--- config.mk ---
export PLATFORM = sky130hd
export DESIGN_NAME = serial_subtractor
export DESIGN_NICKNAME = d
export VERILOG_FILES = /design/src/rtl/serial_subtractor.sv
export SDC_FILE = /design/constraint.sdc
export NUM_CORES = 1
export LEC_CHECK = 0
export ABC_AREA = 1
export CORE_MARGIN = 5
export CORE_UTILIZATION = 40
export CTS_CLUSTER_SIZE = 10
export DETAILED_ROUTE_END_ITERATION = 8
export PLACE_DENSITY = 0.72
export SLEW_MARGIN = 10
export SYNTH_ARGS = -nofsm -noshare
export SYNTH_HDL_FRONTEND = slang
export SYNTH_SLANG_ARGS = --single-unit
--- constraint.sdc ---
create_clock -name clk -period 2.03 [get_ports clk]
set_clock_uncertainty 0.05 [all_clocks]
set_input_delay 0.406 -clock clk [delete_from_list [all_inputs] [get_ports clk]]
set_output_delay 0.406 -clock clk [all_outputs]
set_load 0.01 [all_outputs]
--- src/rtl/serial_subtractor.sv ---
// Bit-serial subtractor: x1 - x2 - bin, one bit per clock, LSB first.
// Flags (bout, ovf, zero) and y are registered when the last bit completes.
module serial_subtractor #(
  parameter int WIDTH = 8
) (
  input  logic             clk,
  input  logic             rst,
  input  logic             start,
  input  logic [WIDTH-1:0] x1,
  input  logic [WIDTH-1:0] x2,
  input  logic             bin,
  output logic             busy,
  output logic             done,
  output logic [WIDTH-1:0] y,
  output logic             bout,
  output logic             ovf,
  output logic             zero
);

  localparam int CW = (WIDTH > 2) ? $clog2(WIDTH) : 1;
  localparam logic [CW-1:0] LAST = CW'(WIDTH - 1);

  typedef enum logic [1:0] {
    IDLE,
    RUN,
    DONE
  } state_t;

  state_t           state;
  logic [WIDTH-1:0] a;
  logic [WIDTH-1:0] b;
  logic [WIDTH-1:0] res;
  logic             br;
  logic [CW-1:0]    cnt;

  logic             d;
  logic             br_n;
  logic [WIDTH-1:0] res_n;

  always_comb begin
    d     = a[0] ^ b[0] ^ br;
    br_n  = (~a[0] & b[0]) | (~(a[0] ^ b[0]) & br);
    res_n = {d, res[WIDTH-1:1]};
  end

  always_ff @(posedge clk) begin
    if (rst) begin
      state <= IDLE;
      busy  <= 1'b0;
      done  <= 1'b0;
      y     <= '0;
      bout  <= 1'b0;
      ovf   <= 1'b0;
      zero  <= 1'b0;
      cnt   <= '0;
      a     <= '0;
      b     <= '0;
      res   <= '0;
      br    <= 1'b0;
    end else begin
      unique case (state)
        IDLE: begin
          done <= 1'b0;
          if (start) begin
            a     <= x1;
            b     <= x2;
            br    <= bin;
            cnt   <= '0;
            busy  <= 1'b1;
            state <= RUN;
          end
        end
        RUN: begin
          a   <= a >> 1;
          b   <= b >> 1;
          br  <= br_n;
          res <= res_n;
          cnt <= cnt + 1'b1;
          if (cnt == LAST) begin
            // a[0]/b[0] now hold the operand MSBs
            state <= DONE;
            busy  <= 1'b0;
            done  <= 1'b1;
            y     <= res_n;
            bout  <= br_n;
            ovf   <= (a[0] ^ b[0]) & (d ^ a[0]);
            zero  <= ~|res_n;
          end
        end
        DONE: begin
          done  <= 1'b0;
          state <= IDLE;
        end
        default: begin
          busy  <= 1'b0;
          done  <= 1'b0;
          state <= IDLE;
        end
      endcase
    end
  end

endmodule

==> out/qor.json, run 1 <==
{
  "synth": {
    "ys_seq_area_frac": 0.442,
    "syn_nets": 285,
    "synth.lib_cells_used.distinct": 19,
    "postSynthRegisterBits": 42,
    "synth.avg_cell_area_um2": 7.29,
    "synth_cells": 261,
    "synthesis.area_um2": 1900,
    "ys_warn_count": 0
  },
  "layout": {
    "syn_to_final_growth_pct": 24.6,
    "post-route-cell-area_um2": 2370,
    "final_cell_mix": "nand2_1, nand3_1, dfxtp_1",
    "final_common_cell": "nand2_1",
    "layout_cell_share_with_drive_strength_beyond_1": 0.0685,
    "finish.net_count": 315,
    "nFillCells": 481,
    "n_antenna_cell": 0
  },
  "clock_tree": {
    "ctsRootBufferMaster": "clkbuf_8",
    "clock_tree_from_tritoncts": "built",
    "cts_hold_buffers": 0,
    "postCtsSetupBuffers": 0,
    "cts_inserted_buffers": 5,
    "cts_repair_resize_count": 0,
    "clock_tree.htree_level_count": 2,
    "cts.clk_slew.worst_paths_ns": 0.08,
    "clock_sink_count": 42,
    "clock_tree.buffer_depth": 2,
    "clk_latency_ns": 0.29
  },
  "critical_path": {
    "crit_path_start_kind": "register",
    "path_delay_family": "buffers and inverters",
    "worstPathBufferInverterCount": 1,
    "critical_path_arrival_ns": 1.20,
    "critPathSlowestCell": "clkdlybuf4s50_1",
    "worst_ep_required_time_ns": 1.57,
    "path_max_fanout": 2,
    "crit_type": "reg2out",
    "timing.critical_path.depth": 1,
    "crit_path_max_incr_delay_ns": 0.55,
    "setup.worst_path.end_class": "output port",
    "timing.critical_path.cells": "clkdlybuf4s50_1",
    "reg2reg_depth": 7
  },
  "global_routing": {
    "gr-usage-all-layers": 0.123,
    "antenna_found_initial": 0,
    "overflow": 0,
    "grt_first_pass_wirelength_um": 6220,
    "first_global_vias": 1474,
    "grt_max_degree": 42
  },
  "floorplan": {
    "fp.dieArea_um2": 6230,
    "coreArea_um2": 4660,
    "chipHeight_um": 79.0,
    "top_level_ports": 33,
    "core.rowCount": 25,
    "die_width_um": 79.0,
    "initial_utilization": 0.408
  },
  "route": {
    "drt-vias-per-instance": 4.70,
    "drc": 0,
    "vias": 1626,
    "dr.first_iter.drc_count": 101,
    "detail_route.wl_per_cell_um": 10.5,
    "routed_wl_um": 3620,
    "antenna_violating_nets_post_route": 0,
    "drt_pass1_iterations": 4
  },
  "timing": {
    "drv_slew": 0,
    "period_share": 0.814,
    "max_fclk_ghz": 0.605,
    "final_hold_viol_count": 0,
    "finalWorstPathRequiredPeriod_ns": 1.65,
    "finalHoldWorstSlack_ns": 0.412,
    "grt_setup_unrepaired": "false",
    "worst-slew-pin-transition_ns": 0.433,
    "setup_viol_count_final": 0,
    "totalNegativeSetupSlack_ns": 0,
    "slew-limit-headroom": 0.711
  },
  "power_and_ir_drop": {
    "max-vdd-ir-drop_mv": 0.333,
    "cellLeakagePower_nw": 1.01,
    "power_density_nw_per_um2": 826
  },
  "placement": {
    "hpwl_um": 2390,
    "number_of_buffers_inserted_by_port_buffering": 32,
    "placed_area_um2": 2230,
    "placer_s_final_routability_congestion_estimate": 0.744
  },
  "worst_hold_path": {
    "hold_path_depth": 2,
    "hold_path_class": "reg2reg"
  },
  "flow_run": {
    "maxCapViolCount": 0
  },
  "outcome": {
    "status": "finished clean"
  }
}
## worst paths after layout
kind              from  slack [ns]   end
setup / recovery  y[7]        0.38  y[7]
hold / removal    y[5]        0.41  y[5]
setup reg to reg  a[0]        0.46   ovf
hold reg to reg   y[5]        0.41  y[5]
## stage by stage
| stage | worst slack [ns] | util | total power (W) | instances |
|---|---|---|---|---|
| global route | 0.299 | 0.508 | 0.00206 | 346 |
| detailed placement | 0.323 | 0.478 | 0.00117 | 338 |
| CTS | 0.375 | 0.508 | 0.00198 | 346 |
| global placement | 0.340 | 0.478 | 0.00117 | 338 |
| finish | 0.378 | 0.508 | 0.00196 | 346 |
| floorplan | 0.564 | - | 0.00111 | 261 |
## worst reg2reg max path, delay by kind of cell (launching register included)
family / cells / cell delay, ns
AOI/OAI and AO/OA: 1 / 0.13
buffers and inverters: 2 / 0.14
adders and majority gates: 1 / 0.64
DFF: 1 / 0.35
and+or+nand+nor: 3 / 0.16
## flip-flops by register name (all words and copies together), names as in the netlist
signal,flops
done,1
ovf,1
br,1
busy,1
state,2
res,7
y,8
cnt,3
a,8
bout,1
b,8
zero,1
## Yosys cell counts, drive strengths merged
cell     n  area [um2]
nand3   45         225
a21oi   29         145
o21a     1        7.51
o21ai   14        70.1
dfxtp   42         841
a211oi   1        12.5
fa       1        20.0
nor2    19        71.3
nand2   51         214
clkbuf   1        3.75
ha       3        37.5
inv     40         150
buf     14         104
## report_power, final
group          switching [W]  internal, W  total [W]
combinational       0.000143     0.000112   0.000255
sequential         0.0000294     0.000870   0.000899
clock               0.000278     0.000524   0.000802
## cell families (layout without fill, tap and decap cells)
kind of cell,after synthesis,after routing,synth area share
adders and majority gates,4,4,0.0303
DFF,42,42,0.442
AOI/OAI and AO/OA,45,45,0.124
and+or+nand+nor,115,115,0.268
buffers and inverters,55,86,0.136
## final cells by class
type                       count  area [um2]  area share
tap                           54        67.6      0.0285
multi-input combinational    164         803       0.339
clock inverter                 2        60.1      0.0253
clock buffer                   6        82.6      0.0348
inverter                      40         150      0.0634
timing repair buffer          38         365       0.154
sequential                    42         841       0.355
## layer usage
metal  share of wire  global-route usage
met1            0.49               0.145
met5               0                   0
met4           0.014              0.0515
met2            0.45               0.213
met3           0.050              0.0295
Note: power is estimated with default switching activity, not from simulation.
==> inputs of run 2 (changes only) <==
--- a/config.mk
+++ b/config.mk
@@ -10,7 +10,7 @@
 export CORE_UTILIZATION = 40
 export CTS_CLUSTER_SIZE = 10
 export DETAILED_ROUTE_END_ITERATION = 8
-export PLACE_DENSITY = 0.72
+export PLACE_DENSITY = 0.75
 export SLEW_MARGIN = 10
 export SYNTH_ARGS = -nofsm -noshare
 export SYNTH_HDL_FRONTEND = slang
==> constraint.sdc (replaced) <==
create_clock -name clk -period 1.4 [get_ports clk]
set_clock_uncertainty 0.05 [all_clocks]
set_input_delay 0.28 -clock clk [delete_from_list [all_inputs] [get_ports clk]]
set_output_delay 0.28 -clock clk [all_outputs]
set_load 0.01 [all_outputs]
==> run 2 against run 1 <==
  * Sequential share of layout area shrank 0.43 points
  * First-iteration DRC count fell by 26%
  * Design area rose by 1.5%
  * Non-clock buffer count rose by 10
  * Worst setup slack lost 0.35 ns
  * Core utilization increased by 0.78 points
  * Count of clock-buffer cells in the layout did not move
  * Die area unchanged
  * Power increased by 27%
  * Critical path depth is 4 higher
  * Combinational power grew 66%
  * Routed wire length rose by 4.7%
  * Highest routed layer unchanged
==> out/qor.json, run 2 (synthesized netlist as in run 1, its figures left out) <==
{
  "floorplan": {
    "initial_utilization": 0.408,
    "die_width_um": 79.0,
    "fp.dieArea_um2": 6230,
    "top_level_ports": 33,
    "chipHeight_um": 79.0,
    "coreArea_um2": 4660,
    "core.rowCount": 25
  },
  "global_routing": {
    "overflow": 0,
    "antenna_found_initial": 0,
    "grt_first_pass_wirelength_um": 6440,
    "grt_max_degree": 28,
    "gr-usage-all-layers": 0.129,
    "first_global_vias": 1467
  },
  "critical_path": {
    "capture_point_of_the_worst_reg_to_reg_path": "zero",
    "crit_type": "reg2reg",
    "crit_path_start_kind": "register",
    "regToRegStartpoint": "br",
    "path_max_fanout": 4,
    "critical_path_arrival_ns": 1.55,
    "reg2reg_depth": 5,
    "setup.worst_path.end_class": "register",
    "setup.reg_to_reg.worst_slack_ns": 0.03,
    "worst_ep_required_time_ns": 1.57
  },
  "worst_hold_path": {
    "hold_path_depth": 2,
    "min_from": "y[3]",
    "hold_path_class": "reg2reg",
    "whs_endpoint": "y[3]"
  },
  "timing": {
    "period_share": 0.982,
    "setup_viol_count_final": 0,
    "finalWorstPathRequiredPeriod_ns": 1.37,
    "timing.final.ws_setup_ns": 0.0258,
    "slew-limit-headroom": 0.730,
    "final_hold_viol_count": 0,
    "grt_setup_unrepaired": "true",
    "finalHoldWorstSlack_ns": 0.409,
    "drv_slew": 0,
    "worst-slew-pin-transition_ns": 0.405,
    "max_fclk_ghz": 0.728
  },
  "placement": {
    "hpwl_um": 2620,
    "placer_s_final_routability_congestion_estimate": 0.794,
    "dp_slack_ns": -0.145,
    "number_of_buffers_inserted_by_port_buffering": 32
  },
  "power_and_ir_drop": {
    "cellLeakagePower_nw": 1.10,
    "power_density_nw_per_um2": 1030,
    "power.total_w": 0.00248,
    "max-vdd-ir-drop_mv": 0.435
  },
  "layout": {
    "syn_to_final_growth_pct": 26.5,
    "layout_cell_share_with_drive_strength_beyond_1": 0.110,
    "top_registers": "a (8), b (8), y (8)",
    "nFillCells": 464,
    "finish.net_count": 325,
    "final_core_utilization": 0.516,
    "final_common_cell": "nand2_1",
    "final_cell_mix": "nand2_1, nand3_1, dfxtp_1",
    "n_antenna_cell": 0
  },
  "clock_tree": {
    "clock_tree.buffer_depth": 2,
    "cts_hold_buffers": 0,
    "clock_tree.htree_level_count": 2,
    "clock_sink_count": 42,
    "ctsRootBufferMaster": "clkbuf_8",
    "clock_tree_from_tritoncts": "built",
    "cts.clk_slew.worst_paths_ns": 0.07,
    "cts_inserted_buffers": 5,
    "clk_latency_ns": 0.28
  },
  "outcome": {
    "status": "finished clean"
  },
  "route": {
    "vias": 1678,
    "drc": 0,
    "antenna_violating_nets_post_route": 0,
    "routed_wl_um": 3800,
    "detail_route.wl_per_cell_um": 10.7,
    "drt-vias-per-instance": 4.74,
    "dr.first_iter.drc_count": 75,
    "drt_pass1_iterations": 4
  },
  "flow_run": {
    "maxCapViolCount": 0
  }
}
==> run 2: worst max-delay path by stage <==
| stage | start | to | cells past startpoint |
|---|---|---|---|
| floorplan | a[0] | ovf | 8 |
| global placement | rst | bout | 4 |
| detailed placement | rst | y[7] | 4 |
| CTS | br | zero | 5 |
| global route | a[0] | ovf | 7 |
| finish | br | zero | 5 |
==> run 2: repair_timing <==
action,4_1_cts,5_1_grt
pin swaps,2,3
gates resized for setup,16,4
cloned,0,0
setup endpoints to repair,15,7
setup buffers,1,1
==> run 2: area by class of cell <==
cell class                 count  area, um2  share of cell area
clock buffer                   6       82.6              0.0343
multi-input combinational    164        810               0.336
timing repair buffer          48        453               0.188
inverter                      40        150              0.0624
sequential                    42        843               0.350
tap                           54       67.6              0.0281
==> run 2: where the power goes <==
part | internal (W) | switching [W] | total, W | leakage, nW
Clock | 0.000380 | 0.000374 | 0.000754 | 0.0431
Combinational | 0.000204 | 0.000219 | 0.000423 | 0.717
Sequential | 0.00126 | 0.0000439 | 0.00131 | 0.344
==> run 2: metal layers <==
layer  global-route usage  vias up  part of all wire
li1                     -      900                 -
met1                0.148      734              0.43
met2                0.228       39              0.49
met3               0.0351        5             0.066
met4               0.0515        0             0.010
met5                    0        -                 0
==> run 2: metrics by stage <==
step	TNS [ns]	instance area, um2	instances
2_1_floorplan	0	1900	261
3_3_place_gp	-0.284	2310	346
3_5_place_dp	-1.01	2310	346
4_1_cts	-0.00859	2390	353
5_1_grt	-0.167	2410	354
6_report	0	2410	354
==> run 2: worst max-delay path: stages (launching register included) <==
cell,delay (ns)
dfxtp_2,0.33
fa_2,0.60
nand2_1,0.06
nor2_1,0.09
nand2_1,0.06
a21oi_2,0.11
